$ cat src/rtl/uart_tx.sv
// ---------------------------------------------------------------------------
// uart_tx -- asynchronous serial transmitter.
//
// Accepts one byte per XMitGo request from the TX driver and sends it on
// TxOut as 1 start bit, 8 data bits (LSB first), an optional even-parity
// bit and 1 stop bit. Each bit lasts CLKS_PER_BIT clocks.
//
// Build option:
//   UART_TX_PARITY_EN  when defined, an even-parity bit is sent after the
//                      data bits (11-bit frame); otherwise 10-bit frame.
//
// Ports:
//   Clock    in   system clock
//   Reset    in   synchronous, active-high reset
//   XMitGo   in   driver request to transmit TxData
//   TxData   in   [7:0] byte to send, sampled only when a request is accepted
//   TxEmpty  out  high = idle and able to accept a byte
//   TxOut    out  serial line, idles high, always driven from a register
// ---------------------------------------------------------------------------
module uart_tx #(
   parameter int unsigned CLKS_PER_BIT = 434
) (
   input  logic       Clock,
   input  logic       Reset,
   input  logic       XMitGo,
   input  logic [7:0] TxData,
   output logic       TxEmpty,
   output logic       TxOut
);

   localparam int unsigned       BAUD_W    = (CLKS_PER_BIT > 1) ? $clog2(CLKS_PER_BIT) : 1;
   localparam logic [BAUD_W-1:0] BAUD_LAST = BAUD_W'(CLKS_PER_BIT - 1);

`ifdef UART_TX_PARITY_EN
   typedef enum logic [2:0] {IDLE, START, DATA, PARITY, STOP} state_t;
`else
   typedef enum logic [1:0] {IDLE, START, DATA, STOP} state_t;
`endif

   state_t            state;
   logic [BAUD_W-1:0] baud;
   logic [2:0]        bitcnt;
   logic [7:0]        shift;
   logic              armed;     // cleared on accept, set whenever XMitGo is seen low
   logic              bit_end;
`ifdef UART_TX_PARITY_EN
   logic              par_bit;
`endif

   assign bit_end = (baud == BAUD_LAST);

   always_ff @(posedge Clock) begin
      if (Reset) begin
         state   <= IDLE;
         baud    <= '0;
         bitcnt  <= '0;
         shift   <= '0;
         armed   <= 1'b1;
         TxEmpty <= 1'b1;
         TxOut   <= 1'b1;
`ifdef UART_TX_PARITY_EN
         par_bit <= 1'b0;
`endif
      end else begin
         if (!XMitGo)
            armed <= 1'b1;

         // Baud counter free-runs in every busy state and restarts per bit.
         if (state != IDLE)
            baud <= bit_end ? '0 : baud + BAUD_W'(1);

         case (state)
            IDLE: begin
               if (XMitGo && armed) begin
                  shift   <= TxData;
`ifdef UART_TX_PARITY_EN
                  par_bit <= ^TxData;
`endif
                  armed   <= 1'b0;
                  TxEmpty <= 1'b0;
                  TxOut   <= 1'b0;
                  baud    <= '0;
                  bitcnt  <= '0;
                  state   <= START;
               end
            end

            START: begin
               if (bit_end) begin
                  TxOut <= shift[0];
                  state <= DATA;
               end
            end

            DATA: begin
               if (bit_end) begin
                  if (bitcnt == 3'd7) begin
`ifdef UART_TX_PARITY_EN
                     TxOut <= par_bit;
                     state <= PARITY;
`else
                     TxOut <= 1'b1;
                     state <= STOP;
`endif
                  end else begin
                     // Present the next bit directly so TxOut stays registered.
                     shift  <= {1'b0, shift[7:1]};
                     TxOut  <= shift[1];
                     bitcnt <= bitcnt + 3'd1;
                  end
               end
            end

`ifdef UART_TX_PARITY_EN
            PARITY: begin
               if (bit_end) begin
                  TxOut <= 1'b1;
                  state <= STOP;
               end
            end
`endif

            STOP: begin
               if (bit_end) begin
                  TxEmpty <= 1'b1;
                  state   <= IDLE;
               end
            end

            default: begin
               TxOut   <= 1'b1;
               TxEmpty <= 1'b1;
               state   <= IDLE;
            end
         endcase
      end
   end

endmodule

$ cat config.mk
export PLATFORM = sky130hd
export DESIGN_NAME = uart_tx
export DESIGN_NICKNAME = d
export VERILOG_FILES = /design/src/rtl/uart_tx.sv
export SDC_FILE = /design/constraint.sdc
export NUM_CORES = 1
export LEC_CHECK = 0
export CAP_MARGIN = 20
export CORE_ASPECT_RATIO = 0.6
export CORE_MARGIN = 4
export CORE_UTILIZATION = 60
export CTS_CLUSTER_SIZE = 20
export DETAILED_ROUTE_END_ITERATION = 8
export GPL_TIMING_DRIVEN = 0
export PLACE_DENSITY = 0.94
export RECOVER_POWER = 100
export SYNTH_ARGS = -nofsm -noshare
export SYNTH_HDL_FRONTEND = slang
export SYNTH_SLANG_ARGS = --single-unit
$ cat constraint.sdc
create_clock -name Clock -period 3 [get_ports Clock]
set_input_delay 0.3 -clock Clock [delete_from_list [all_inputs] [get_ports Clock]]
set_output_delay 0.3 -clock Clock [all_outputs]
set_load 0.02 [all_outputs]
==> impl_metrics.env, run 1 <==
export IMPL_outcome="finished, final reports clean"
export IMPL_gp_congestion=0.843
export IMPL_required_ns=3.14
export IMPL_die_area_mm2=0.00312
export IMPL_postRouteAntennaNets=0
export IMPL_antenna_found_initial=0
export IMPL_yosysTopAreaCellShare_pct=36.7
export IMPL_ctsHtreeMaxLevel=1
export IMPL_io_buffers=12
export IMPL_drive_gt1_share_pct=7.27
export IMPL_clock_sinks=25
export IMPL_postSynthCellCount=149
export IMPL_top_layer_used="met4"
export IMPL_syn_num_nets=168
export IMPL_wl_met1_mm=1.44
export IMPL_placedCellCount=191
export IMPL_start_kind="flip-flop"
export IMPL_syn_area_mm2=0.00136
export IMPL_wirelength_mm=3.30
export IMPL_drt_drc_violations_left=0
export IMPL_ys_seq_elements=25
export IMPL_diodes=0
export IMPL_first_pass_iters=4
export IMPL_clock_fmax_mhz=425
export IMPL_fin_setup_tns_ns=0
export IMPL_max_cap_violations=0
export IMPL_clk_pin_slew_ns=0.09
export IMPL_rows=13
export IMPL_final_cell_mix="dfxtp_1, a21oi_1, nand2_1"
export IMPL_synthArstFlopShare_pct=0
export IMPL_final_area_mm2=0.00156
export IMPL_critPathCaptureType="flip-flop"
export IMPL_pre_cts_slack_ns=0.904
export IMPL_route_met3_wl_um=264
export IMPL_wl_met2_mm=1.53
export IMPL_finalCritPeriodShare_pct=78.4
export IMPL_layout_setup_ws_ns=0.647
export IMPL_hold_buffers=0
export IMPL_synth_warnings=0
export IMPL_grt_first_pass_wirelength_mm=5.49
export IMPL_cts_setup_buffers=0
export IMPL_fp_dieH_um=44.9
export IMPL_arrival_ns=2.49
export IMPL_max_slew_margin_pct=51.8
export IMPL_post_drt_wl_per_cell_um=16.9
export IMPL_path_max_fanout=10
export IMPL_vias=1243
export IMPL_drt_initial_drc_count=211
export IMPL_viasPerCell=6.37
export IMPL_syn_avg_cell_area_um2=9.14
export IMPL_vdd_drop_max_mv=0.577
export IMPL_worst_pin_slew_ns=0.713
export IMPL_slew_viol_final=0
export IMPL_grt_pass1_vias=1148
export IMPL_crit_type="reg2reg"
export IMPL_synth_edf_count=0
export IMPL_cts_made_buffers=3
export IMPL_p_leak_uw=0.000579
export IMPL_synthFlopType="dfxtp_1"
export IMPL_cts_path_max_buffers=2
export IMPL_clkLatencyLatePin_ns=0.27
export IMPL_rsz0062_at_grt="no"
export IMPL_grt_max_degree=16
export IMPL_dp_hpwl_mm=2.47
export IMPL_cts_root_buf="clkbuf_8"
export IMPL_hold_viol_final=0
export IMPL_setup_viol=0
export IMPL_p_per_area_mw_per_mm2=822
export IMPL_overflow=0
export IMPL_final_common_cell="dfxtp_1"
export IMPL_initial_core_util_pct=63.0
export IMPL_fin_crit_ns=2.35
export IMPL_synthToLayoutAreaGrowth_pct=14.5
export IMPL_post_cts_resized=0
export IMPL_final_util_pct=72.1
export IMPL_hold_path_class="reg2reg"
export IMPL_cts_tree="yes"
export IMPL_fin_skew_ns=0.00323
export IMPL_place_area_mm2=0.00152
export IMPL_synth_seq_area_share_pct=36.7
export IMPL_synthTopCellsByArea="dfxtp_1, ha_1, a21oi_1"
export IMPL_yosys_area_top_type="dfxtp_1"
export IMPL_grt_usage_pct=22.8
export IMPL_fp_dieW_um=69.5
export IMPL_pin_count=13
export IMPL_finalNonFillerCells=195
export IMPL_nNetsFinal=185
export IMPL_core_area_mm2=0.00216
export IMPL_synthDistinctLibCells=38
==> worst max-delay path, stage by stage, from the launching register on <==
cell and delay [ns]:
dfxtp_1 0.34, ha_1 0.21, ha_1 0.21, nand2b_1 0.27, o32ai_4 0.49, and2_0 0.20
clkbuf_1 0.34, a211oi_1 0.16
==> area by class of cell <==
cell class / count / area [um2]
plain buffers: 6 / 23.8
clock buffers: 3 / 41.3
clock inverters: 1 / 7.51
fillers: 141 / 603
inverters: 8 / 30.0
multi-input cells: 110 / 800
flip-flops and latches: 25 / 500
well taps: 30 / 37.5
repair buffers: 12 / 120
==> routing by layer <==
metal | global-route usage (%) | vias to the layer above
li1 | - | 587
met1 | 28.0 | 580
met2 | 40.2 | 65
met3 | 7.11 | 11
met4 | 5.06 | 0
met5 | 0 | -
==> flip-flops by register name, summed over array words and instances (netlist names) <==
register  cells
TxOut         1
bitcnt        3
state         2
TxEmpty       1
shift         8
armed         1
baud          9
==> cells in the mapped netlist, types with 2 or more instances <==
library cell and n:
nor4b_1 2, mux2i_1 9, a32o_1 2, o21a_1 3, nor2_1 9, ha_1 8
clkbuf_1 3, nand3_1 5, a31oi_1 3, a211oi_1 10, o21ai_0 6, inv_1 8
and2_1 2, a21oi_1 18, nand2_1 11, dfxtp_1 25, buf_2 2, o211ai_1 2
nor4_1 2
==> final timing paths <==
check	slack (ns)	cells past startpoint	to	startpoint
worst max-delay path	0.65	7	shift[6]$_SDFFE_PP0P_	bitcnt[0]$_SDFFE_PP0P_
worst min-delay path	0.50	2	bitcnt[0]$_SDFFE_PP0P_	bitcnt[0]$_SDFFE_PP0P_
worst max register to register	0.65	7	shift[6]$_SDFFE_PP0P_	bitcnt[0]$_SDFFE_PP0P_
worst min register to register	0.50	2	bitcnt[0]$_SDFFE_PP0P_	bitcnt[0]$_SDFFE_PP0P_
==> logic make-up (layout without fill, tap and decap cells) <==
family	count (synthesis)	count (layout)	share of synthesized area, %
flip-flops	25	25	36.7
AND/OR/NAND/NOR	42	42	18.7
adder cells (fa/ha/maj)	8	8	7.35
multiplexers	9	9	6.61
AO/OA/AOI/OAI	51	51	26.0
buffers and inverters	14	30	4.59
==> metrics by stage <==
| step | power (uW) | hold WS [ns] |
|---|---|---|
| 2_1_floorplan | 908 | 0.399 |
| 6_report | 1280 | 0.503 |
| 3_3_place_gp | 1030 | 0.472 |
| 4_1_cts | 1280 | 0.507 |
| 5_1_grt | 1350 | 0.561 |
| 3_5_place_dp | 1080 | 0.493 |
==> where the power goes <==
| group | internal, uW | total [uW] | switching, uW |
|---|---|---|---|
| registers | 414 | 479 | 65.1 |
| logic | 225 | 595 | 370 |
| clock network | 94.4 | 208 | 114 |
| total | 734 | 1280 | 549 |
Power figures use the tool's default switching activity.
==> run 2, diff against run 1 <==
--- a/config.mk
+++ b/config.mk
@@ -8,11 +8,11 @@
 export CAP_MARGIN = 20
 export CORE_ASPECT_RATIO = 0.6
 export CORE_MARGIN = 4
-export CORE_UTILIZATION = 60
+export CORE_UTILIZATION = 56
 export CTS_CLUSTER_SIZE = 20
 export DETAILED_ROUTE_END_ITERATION = 8
 export GPL_TIMING_DRIVEN = 0
-export PLACE_DENSITY = 0.94
+export PLACE_DENSITY = 0.89
 export RECOVER_POWER = 100
 export SYNTH_ARGS = -nofsm -noshare
 export SYNTH_HDL_FRONTEND = slang
==> constraint.sdc (replaced) <==
create_clock -name Clock -period 2.5 [get_ports Clock]
set_input_delay 0.25 -clock Clock [delete_from_list [all_inputs] [get_ports Clock]]
set_output_delay 0.25 -clock Clock [all_outputs]
set_load 0.02 [all_outputs]
==> run 2 against run 1 <==
  * Critical path depth did not move
  * Clock skew fell by 0.00051 ns
  * Critical path type unchanged
  * Non-clock buffer count did not move
  * Cell count did not move
==> impl_metrics.env, run 2 (same netlist as run 1, synthesis figures left out) <==
export IMPL_r2r_start="bitcnt[0]$_SDFFE_PP0P_"
export IMPL_reg_largest_list="baud: 9 flops, shift: 8 flops, bitcnt: 3 flops"
export IMPL_vias=1232
export IMPL_hold_ws_ns=0.513
export IMPL_start_kind="flip-flop"
export IMPL_final_common_cell="dfxtp_1"
export IMPL_slew_viol_final=0
export IMPL_first_pass_iters=4
export IMPL_max_slew_margin_pct=49.1
export IMPL_fin_crit_ns=2.29
export IMPL_viasPerCell=6.32
export IMPL_p_leak_uw=0.000585
export IMPL_reg2reg_slack_ns=0.21
export IMPL_dp_hpwl_mm=2.47
export IMPL_hold_viol_final=0
export IMPL_required_ns=2.64
export IMPL_clock_fmax_mhz=436
export IMPL_outcome="finished, final reports clean"
export IMPL_worst_r2r_endpoint="shift[0]$_SDFFE_PP0P_"
export IMPL_fin_skew_ns=0.00272
export IMPL_fillerInstances=176
export IMPL_grt_usage_pct=22.3
export IMPL_cts_path_max_buffers=2
export IMPL_postRouteAntennaNets=0
export IMPL_clock_sinks=25
export IMPL_p_per_area_mw_per_mm2=981
export IMPL_io_buffers=12
export IMPL_wirelength_mm=3.30
export IMPL_die_area_mm2=0.00331
export IMPL_crit_start="bitcnt[0]$_SDFFE_PP0P_"
export IMPL_synthToLayoutAreaGrowth_pct=14.0
export IMPL_drt_drc_violations_left=0
export IMPL_cts_tree="yes"
export IMPL_antenna_found_initial=0
export IMPL_hold_buffers=0
export IMPL_clkLatencyLatePin_ns=0.27
export IMPL_finalCritPeriodShare_pct=91.7
export IMPL_crit_type="reg2reg"
export IMPL_clk_pin_slew_ns=0.08
export IMPL_fp_dieH_um=46.2
export IMPL_r2r_cells=7
export IMPL_critPathCaptureType="flip-flop"
export IMPL_grt_pass1_vias=1117
export IMPL_path_max_fanout=10
export IMPL_post_drt_wl_per_cell_um=16.9
export IMPL_drt_initial_drc_count=176
export IMPL_top_register="baud"
export IMPL_fp_dieW_um=71.7
export IMPL_ctsHtreeMaxLevel=1
export IMPL_drive_gt1_share_pct=7.88
export IMPL_crit_end="shift[0]$_SDFFE_PP0P_"
export IMPL_largest_register_ff_count=9
export IMPL_pin_count=13
export IMPL_fin_setup_tns_ns=0
export IMPL_hold_path_class="reg2reg"
export IMPL_grt_first_pass_wirelength_mm=5.49
export IMPL_overflow=0
export IMPL_setup_viol=0
export IMPL_nNetsFinal=185
export IMPL_final_util_pct=69.2
export IMPL_multi_input_area_um2=788
export IMPL_seqCellArea_um2=500
export IMPL_cts_setup_buffers=0
export IMPL_vdd_drop_max_mv=0.563
export IMPL_placedCellCount=191
export IMPL_rows=13
export IMPL_final_cell_mix="dfxtp_1, a21oi_1, nand2_1"
export IMPL_post_cts_resized=0
export IMPL_gp_congestion=0.843
export IMPL_diodes=0
export IMPL_worst_pin_slew_ns=0.752
export IMPL_arrival_ns=2.43
export IMPL_cts_root_buf="clkbuf_8"
export IMPL_grt_max_degree=14
export IMPL_initial_core_util_pct=60.7
export IMPL_core_area_mm2=0.00224
export IMPL_finalNonFillerCells=195
export IMPL_power_uw=1520
export IMPL_rsz0062_at_grt="no"
export IMPL_max_cap_violations=0
export IMPL_cts_made_buffers=3
==> run 2: changes by cell type in the layout (fill, tap and decap cells not counted), sizes merged <==
| cell | change |
|---|---|
| clkinvlp | -1 |
| buf | +2 |
| clkbuf | -1 |
==> run 2: worst max-delay path, cell delays in order (launching register included) <==
cell	delay [ns]
dfxtp_1	0.33
ha_1	0.21
ha_1	0.21
nand2b_1	0.25
o32ai_2	0.66
and2_0	0.26
buf_6	0.16
a211oi_1	0.09
==> run 2: how the worst min path moves through the flow <==
| stage | endpoint | depth (start not counted) | start |
|---|---|---|---|
| after floorplan | armed$_SDFF_PP1_ | 1 | XMitGo |
| after global placement | bitcnt[0]$_SDFFE_PP0P_ | 2 | bitcnt[0]$_SDFFE_PP0P_ |
| after detailed placement | bitcnt[2]$_SDFFE_PP0P_ | 1 | bitcnt[2]$_SDFFE_PP0P_ |
| after CTS | bitcnt[0]$_SDFFE_PP0P_ | 2 | bitcnt[0]$_SDFFE_PP0P_ |
| after global routing | bitcnt[2]$_SDFFE_PP0P_ | 1 | bitcnt[2]$_SDFFE_PP0P_ |
| final | bitcnt[2]$_SDFFE_PP0P_ | 1 | bitcnt[2]$_SDFFE_PP0P_ |
==> run 2: metal layers <==
layer | GRT usage (%) | part of all wire [%] | vias to the layer above
met3 | 4.79 | 6.6 | 7
li1 | - | - | 589
met2 | 37.2 | 47 | 51
met1 | 28.8 | 44 | 585
met5 | 0 | 0 | -
met4 | 8.61 | 1.5 | 0
==> run 2: cell type report <==
cell class | instances | area share [%]
buffer | 6 | 2.09
clock buffer | 4 | 2.90
inverter | 8 | 1.93
multi-input combinational | 110 | 50.7
sequential | 25 | 32.2
tap | 30 | 2.42
timing repair buffer | 12 | 7.73
==> run 2: report_power, final <==
part | total [uW] | internal [uW] | switching [uW]
Combinational | 717 | 279 | 438
Clock | 241 | 114 | 127
Sequential | 567 | 497 | 69.6
Total | 1520 | 890 | 635
==> run 2: through the flow <==
step	setup WS, ns	area [um2]
after floorplan	0.785	1360
after global placement	0.576	1520
after detailed placement	0.430	1520
after CTS	0.372	1570
after global routing	0.137	1550
final	0.208	1550
==> run 3, diff against run 2 <==
--- a/config.mk
+++ b/config.mk
@@ -5,9 +5,9 @@
 export SDC_FILE = /design/constraint.sdc
 export NUM_CORES = 1
 export LEC_CHECK = 0
-export CAP_MARGIN = 20
+export CAP_MARGIN = 10
 export CORE_ASPECT_RATIO = 0.6
-export CORE_MARGIN = 4
+export CORE_MARGIN = 2
 export CORE_UTILIZATION = 56
 export CTS_CLUSTER_SIZE = 20
 export DETAILED_ROUTE_END_ITERATION = 8
==> run 3 against run 2 <==
  * Power shrank 1.3%
  * Cell count stayed put
  * Wire length is 5.0% lower
  * Combinational power down 3.5%
  * Sequential share of layout area unchanged
  * First-iteration DRC count fell by 24%
  * Clock skew is essentially flat
  * Fmax increased by 5.1%
  * Non-clock buffer count stayed put
  * Sequential cell count unchanged
  * Via count fell by 4.0%
  * Setup slack better by 0.11 ns
  * Highest routed layer unchanged
==> impl_metrics.env, run 3 (same netlist as run 1, synthesis figures left out) <==
export IMPL_required_ns=2.64
export IMPL_start_kind="flip-flop"
export IMPL_initial_core_util_pct=61.1
export IMPL_pre_cts_slack_ns=0.516
export IMPL_grt_first_pass_wirelength_mm=5.26
export IMPL_largest_register_ff_count=9
export IMPL_vdd_drop_max_mv=0.553
export IMPL_fin_skew_ns=0.00246
export IMPL_final_common_cell="dfxtp_1"
export IMPL_vias=1183
export IMPL_crit_type="reg2reg"
export IMPL_setup_viol=0
export IMPL_viasPerCell=6.07
export IMPL_overflow=0
export IMPL_grt_max_degree=15
export IMPL_post_drt_wl_per_cell_um=16.1
export IMPL_rows=13
export IMPL_max_cap_violations=0
export IMPL_finalCritPeriodShare_pct=87.2
export IMPL_hold_viol_final=0
export IMPL_io_buffers=12
export IMPL_fillerInstances=164
export IMPL_cts_tree="yes"
export IMPL_fin_setup_tns_ns=0
export IMPL_clkLatencyLatePin_ns=0.27
export IMPL_cts_setup_buffers=0
export IMPL_grt_usage_pct=25.1
export IMPL_clock_sinks=25
export IMPL_crit_start="bitcnt[0]$_SDFFE_PP0P_"
export IMPL_cts_root_buf="clkbuf_8"
export IMPL_outcome="finished, final reports clean"
export IMPL_reg_largest_list="baud: 9 flops, shift: 8 flops, bitcnt: 3 flops"
export IMPL_reg2reg_slack_ns=0.32
export IMPL_drt_initial_drc_count=133
export IMPL_cts_path_max_buffers=2
export IMPL_fp_dieW_um=67.7
export IMPL_clk_pin_slew_ns=0.09
export IMPL_r2r_cells=7
export IMPL_fp_dieH_um=42.2
export IMPL_wirelength_mm=3.13
export IMPL_hold_path_class="reg2reg"
export IMPL_postRouteAntennaNets=0
export IMPL_slew_viol_final=0
export IMPL_die_area_mm2=0.00286
export IMPL_first_pass_iters=4
export IMPL_p_per_area_mw_per_mm2=968
export IMPL_holdPathStages=2
export IMPL_top_register="baud"
export IMPL_synthToLayoutAreaGrowth_pct=14.0
export IMPL_seqCellArea_um2=500
export IMPL_nNetsFinal=185
export IMPL_path_max_fanout=10
export IMPL_grt_pass1_vias=1138
export IMPL_diodes=0
export IMPL_worst_pin_slew_ns=0.690
export IMPL_core_area_mm2=0.00223
export IMPL_rsz0062_at_grt="no"
export IMPL_r2r_start="bitcnt[0]$_SDFFE_PP0P_"
export IMPL_drt_drc_violations_left=0
export IMPL_cts_made_buffers=3
export IMPL_drive_gt1_share_pct=7.88
export IMPL_layout_setup_ws_ns=0.319
export IMPL_p_leak_uw=0.000586
export IMPL_final_cell_mix="dfxtp_1, a21oi_1, nand2_1"
export IMPL_fin_crit_ns=2.18
export IMPL_arrival_ns=2.32
export IMPL_hold_buffers=0
export IMPL_clock_fmax_mhz=459
export IMPL_max_slew_margin_pct=53.4
export IMPL_ctsHtreeMaxLevel=1
export IMPL_antenna_found_initial=0
export IMPL_post_cts_resized=0
export IMPL_gp_congestion=0.826
export IMPL_multi_input_area_um2=788
export IMPL_critPathCaptureType="flip-flop"
export IMPL_dp_hpwl_mm=2.32
export IMPL_pin_count=13
export IMPL_min_delay_start="baud[6]$_SDFF_PP0_"
==> run 3: where the power goes <==
part           internal [uW]  leakage [uW]  switching [uW]
registers                497      0.000205            73.8
clock network            112     0.0000255             131
logic                    276      0.000356             415
==> run 3: critical path: stages, from the launching register on <==
cell and delay, ns:
dfxtp_1 0.34, ha_1 0.21, ha_1 0.21, nand2b_1 0.24, o32ai_2 0.60, and2_0 0.23
buf_6 0.14, a211oi_1 0.07
==> run 3: layout make-up <==
| cell class | instances | area share (%) |
|---|---|---|
| Timing Repair Buffer | 12 | 7.73 |
| Buffer | 6 | 2.01 |
| Sequential cell | 25 | 32.2 |
| Multi-Input combinational cell | 110 | 50.7 |
| Inverter | 8 | 1.93 |
| Clock inverter | 1 | 0.322 |
| Clock buffer | 3 | 2.66 |
| Tap cell | 30 | 2.42 |
==> run 3: final timing paths <==
check	end
worst max-delay path	shift[1]$_SDFFE_PP0P_
worst min-delay path	baud[6]$_SDFF_PP0_
worst max register to register	shift[1]$_SDFFE_PP0P_
worst min register to register	baud[6]$_SDFF_PP0_
==> run 3: through the flow <==
step	total power (uW)	cells	hold WS (ns)	cell area, um2	utilization [%]
3_5_place_dp	1280	191	0.498	1520	68.2
6_report	1500	195	0.517	1550	69.7
4_1_cts	1520	195	0.510	1570	70.3
2_1_floorplan	1090	149	0.349	1360	-
5_1_grt	1610	195	0.549	1550	69.7
3_3_place_gp	1240	191	0.470	1520	68.2
==> run 3: routing by layer <==
layer	share of wire, %	wire length (um)	vias up	GRT usage [%]
met2	46	1450	47	36.9
met1	46	1430	545	34.3
met3	6.5	205	10	8.06
met4	1.3	42	0	8.57
met5	0	0	-	0
li1	-	-	581	-
